### src/rtl/serial_rx.sv
// 8N1 UART receiver: two-flop synchronizer, mid-bit sampling from a per-bit divisor,
// single-entry output register with valid/ready handshake and error pulses.
module serial_rx #(
  parameter int unsigned DIVISOR = 5208
) (
  input  logic       clk,
  input  logic       rst,
  input  logic       rx,
  input  logic       ready,
  output logic [7:0] data,
  output logic       valid,
  output logic       busy,
  output logic       frame_err,
  output logic       overrun
);

  localparam int unsigned CNT_W = 13;
  localparam int unsigned HALF  = DIVISOR / 2;
  localparam logic [CNT_W-1:0] HALF_LAST = CNT_W'(HALF - 1);
  localparam logic [CNT_W-1:0] BIT_LAST  = CNT_W'(DIVISOR - 1);

  typedef enum logic [2:0] {
    S_IDLE,
    S_START,
    S_DATA,
    S_STOP,
    S_WAIT_MARK
  } state_t;

  state_t           r_state;
  state_t           w_state_next;
  logic [CNT_W-1:0] r_cnt;
  logic [CNT_W-1:0] w_cnt_next;
  logic [2:0]       r_bit;
  logic [2:0]       w_bit_next;
  logic [7:0]       r_shift;
  logic [7:0]       w_shift_next;
  logic             w_load;
  logic             w_ferr;

  logic             r_rx_meta;
  logic             r_rx_s;
  logic [7:0]       r_data;
  logic             r_valid;
  logic             r_busy;
  logic             r_frame_err;
  logic             r_overrun;

  // Line synchronizer; idles at MARK so reset does not look like a start bit
  always_ff @(posedge clk) begin
    if (rst) begin
      r_rx_meta <= 1'b1;
      r_rx_s    <= 1'b1;
    end else begin
      r_rx_meta <= rx;
      r_rx_s    <= r_rx_meta;
    end
  end

  // State register
  always_ff @(posedge clk) begin
    if (rst) begin
      r_state <= S_IDLE;
    end else begin
      r_state <= w_state_next;
    end
  end

  // Next-state, bit-timing counter and shift datapath
  always_comb begin
    w_state_next = r_state;
    w_cnt_next   = r_cnt;
    w_bit_next   = r_bit;
    w_shift_next = r_shift;
    w_load       = 1'b0;
    w_ferr       = 1'b0;
    case (r_state)
      S_IDLE: begin
        w_cnt_next = '0;
        if (!r_rx_s) begin
          w_state_next = S_START;
        end
      end
      S_START: begin
        if (r_cnt == HALF_LAST) begin
          w_cnt_next = '0;
          if (!r_rx_s) begin
            w_state_next = S_DATA;
            w_bit_next   = '0;
          end else begin
            w_state_next = S_IDLE;
          end
        end else begin
          w_cnt_next = r_cnt + CNT_W'(1);
        end
      end
      S_DATA: begin
        if (r_cnt == BIT_LAST) begin
          w_cnt_next   = '0;
          w_shift_next = {r_rx_s, r_shift[7:1]};
          if (r_bit == 3'd7) begin
            w_state_next = S_STOP;
            w_bit_next   = '0;
          end else begin
            w_bit_next = r_bit + 3'd1;
          end
        end else begin
          w_cnt_next = r_cnt + CNT_W'(1);
        end
      end
      S_STOP: begin
        if (r_cnt == BIT_LAST) begin
          w_cnt_next = '0;
          if (r_rx_s) begin
            w_load       = 1'b1;
            w_state_next = S_IDLE;
          end else begin
            w_ferr       = 1'b1;
            w_state_next = S_WAIT_MARK;
          end
        end else begin
          w_cnt_next = r_cnt + CNT_W'(1);
        end
      end
      S_WAIT_MARK: begin
        w_cnt_next = '0;
        if (r_rx_s) begin
          w_state_next = S_IDLE;
        end
      end
      default: begin
        w_state_next = S_IDLE;
        w_cnt_next   = '0;
      end
    endcase
  end

  // Datapath and registered outputs
  always_ff @(posedge clk) begin
    if (rst) begin
      r_cnt       <= '0;
      r_bit       <= '0;
      r_shift     <= '0;
      r_data      <= 8'h00;
      r_valid     <= 1'b0;
      r_busy      <= 1'b0;
      r_frame_err <= 1'b0;
      r_overrun   <= 1'b0;
    end else begin
      r_cnt       <= w_cnt_next;
      r_bit       <= w_bit_next;
      r_shift     <= w_shift_next;
      r_busy      <= (w_state_next != S_IDLE);
      r_frame_err <= w_ferr;
      r_overrun   <= w_load && r_valid && !ready;
      if (w_load) begin
        r_data  <= w_shift_next;
        r_valid <= 1'b1;
      end else if (r_valid && ready) begin
        r_valid <= 1'b0;
      end
    end
  end

  assign data      = r_data;
  assign valid     = r_valid;
  assign busy      = r_busy;
  assign frame_err = r_frame_err;
  assign overrun   = r_overrun;

endmodule
### config.mk
export PLATFORM = sky130hd
export DESIGN_NAME = serial_rx
export DESIGN_NICKNAME = d
export VERILOG_FILES = /design/src/rtl/serial_rx.sv
export SDC_FILE = /design/constraint.sdc
export NUM_CORES = 1
export LEC_CHECK = 0
export ABC_CLOCK_PERIOD_IN_PS = 2100
export CAP_MARGIN = 20
export CORE_MARGIN = 2
export CORE_UTILIZATION = 50
export DETAILED_ROUTE_END_ITERATION = 8
export GPL_TIMING_DRIVEN = 0
export PLACE_DENSITY_LB_ADDON = 0.2
export SYNTH_ARGS = -nofsm -noshare
export SYNTH_HDL_FRONTEND = slang
export SYNTH_SLANG_ARGS = --single-unit
### constraint.sdc
create_clock -name clk -period 2.1 [get_ports clk]
set_input_delay 0.315 -clock clk [delete_from_list [all_inputs] [get_ports clk]]
set_output_delay 0.315 -clock clk [all_outputs]
set_load 0.02 [all_outputs]
==> metrics.yaml <==
fin_crit_sh_pct: 87.74
io_buffers: 15
post-cts-setup-buffer-count: 0
grt_pass1_wl_um: 5602
netSwitchingPower_mw: 0.2666
num_rows: 21
dp_hpwl_um: 2357
worst_slack_ps: 257.4
wirelength_um: 3099
synth_seq_area_share_pct: 47.43
drv_cap: 0
reg2reg_to: "data[5]$_SDFFE_PP0P_"
drt_iter0_drc: 36
timing.final.hold_violations: 0
p_leak_nw: 0.7684
synth_mux_area_share_pct: 4.628
die_h_um: 62.83
yosys.area_share.simple_pct: 26.17
postCtsResizedCells: 0
yosys_warnings: 0
clock_skew_ps: 3.834
cts_hold_repair.buffers: 0
synth_edf_count: 0
io_pins: 16
ys_types: 45
cts_buffers: 5
worstHoldPathType: "reg -> reg"
initial_core_util_pct: 51.86
tritoncts: "built"
overflow: 0
drt_first_pass_iters: 4
synth_ff_type: "dfxtp_1"
end_kind: "register"
r2r_start: "r_cnt[0]$_SDFF_PP0_"
clock-root-buffer: "clkbuf_4"
tns_ps: 0
min_delay_worst_endpoint: "r_rx_s$_SDFF_PP1_"
fmax_mhz: 542.7
rrSetupSlack_ps: 260
synth-xor-area-share_pct: 5.568
drc: 0
die_w_um: 62.83
area_delta_synth_final_pct: 17.93
worstRegToRegCells: 8
critPathRequiredTime_ps: 2370
syn_nets: 185
grt_pass1_vias: 1296
drive_gt1_share_pct: 14.93
vdd_drop_max_mv: 0.3990
p_clk_share_pct: 42.8
clk_latency_ps: 340
antenna_found_initial: 0
start_kind: "register"
grt_usage_pct: 17.57
synth_top_family_by_area: "simple AND/OR/NAND/NOR gates"
p_per_area_nw_per_um2: 701.2
vias: 1300
clock_tree.buffer_depth: 2
syn_avg_cell_area_um2: 9.721
synthAdderAreaFrac_pct: 2.169
antenna_cells: 0
finalNetCount: 207
synth_area_um2: 1730
synth_compound_area_share_pct: 9.472
seq_power_share_pct: 54.9
setup_viol: 0
tightest_slew_ps: 525.9
crit_type: "reg -> reg"
period_needed_ps: 1843
internal_power_mw: 1.164
p_comb_share_pct: 2.3
via_per_inst: 5.263
clkSinkCount: 41
post_drt_wl_per_cell_um: 12.55
dp_slack_ps: 112.2
rsz0062_at_grt: "false"
dieArea_um2: 3948
drv_slew: 0
coreArea_um2: 3337
syn_inst: 178
ys_seq_elements: 41
gp_congestion: 0.8214
grt_max_degree: 14
ant_nets: 0
switching_share_pct: 18.63
final_common_cell: "dfxtp_1"
fillers: 305
hold_path_depth: 1
status: "finished clean"
final_cell_mix: "dfxtp_1, nor2_1, clkdlybuf4s50_1"
htree_levels: 2
min_from: "r_rx_meta$_SDFF_PP1_"
cts.reportedPaths.clkPinSlew_ps: 110
path_max_fanout: 10
async_reset_ff_share_pct: 0
relSlewSlack_pct: 64.94
arrival_ps: 2110
metal layers:
layer | global-route usage (%) | part of all wire [%] | vias up
met2 | 32.80 | 53 | 18
li1 | - | - | 670
met1 | 19.17 | 43 | 605
met4 | 5.833 | 1.4 | 0
met3 | 4.505 | 3.2 | 7
met5 | 0 | 0 | -
power groups by stage:
stage / sequential (mW) / combinational (mW) / clock (mW)
CTS: 0.786 / 0.0330 / 0.631
detailed placement: 0.804 / 0.0328 / 0
global placement: 0.803 / 0.0318 / 0
global route: 0.788 / 0.0358 / 0.664
finish: 0.786 / 0.0323 / 0.613
floorplan: 0.804 / 0.0183 / 0
critical path: stages, from the launching register on:
cell and delay [ps]:
dfxtp_1 370, ha_1 240, and4bb_1 290, and4_4 260
and2_4 150, buf_6 110, buf_12 130, nor2_2 40
a211oi_2 180
area by class of cell:
class,count,area (µm²),share of cell area (%)
flip-flops and latches,41,820.8,40.22
multi-input cells,123,830.8,40.71
clock inverters,3,65.06,3.188
repair buffers,15,150.1,7.357
clock buffers,5,37.54,1.839
plain buffers,7,52.55,2.575
well taps,46,57.56,2.820
inverters,7,26.28,1.288
synthesized netlist by cell type (4+ instances only):
master	instances	area share [%]
mux2i_1	8	4.6
xnor2_1	5	2.5
nor2_1	34	7.4
xor2_1	6	3.0
a21oi_1	4	1.2
dfxtp_1	41	47
nand3_1	7	2.0
a211oi_2	4	2.9
nand4_1	6	2.2
nand2_1	5	1.1
inv_1	7	1.5
sequential cells by signal (all words and copies together) (netlist names):
signal / flops
frame_err: 1
r_shift: 8
overrun: 1
r_state: 3
busy: 1
r_bit: 3
r_cnt: 13
data: 8
r_rx_meta: 1
valid: 1
r_rx_s: 1
worst max-delay path by stage:
stage / start / end / slack, ps / cells past startpoint
4_1_cts: r_cnt[0]$_SDFF_PP0_ / data[5]$_SDFFE_PP0P_ / 230 / 8
3_3_place_gp: rst / busy$_SDFF_PP0_ / 150 / 5
2_1_floorplan: r_cnt[0]$_SDFF_PP0_ / busy$_SDFF_PP0_ / 440 / 6
5_1_grt: r_cnt[0]$_SDFF_PP0_ / data[5]$_SDFFE_PP0P_ / 100 / 8
3_5_place_dp: rst / busy$_SDFF_PP0_ / 110 / 5
6_report: r_cnt[0]$_SDFF_PP0_ / data[5]$_SDFFE_PP0P_ / 260 / 8
stage by stage:
stage                     cells  power, mW  utilization, %  area [µm²]  hold slack [ps]
after floorplan             178     0.8221               -        1730            389.5
after global placement      239     0.8351           58.08        1938            397.9
after detailed placement    239     0.8363           58.08        1938            406.7
after CTS                   247      1.450           61.15        2041            435.3
after global routing        247      1.488           61.15        2041            462.3
final                       247      1.431           61.15        2041            429.4
logic make-up after synthesis:
logic type / Yosys count
AND/OR/NAND/NOR: 80
flip-flops: 41
AO/OA/AOI/OAI: 21
buffers and inverters: 14
XOR/XNOR: 11
multiplexers: 8
adder cells (fa/ha/maj): 3
No activity file was read; power rests on OpenSTA's default activity.
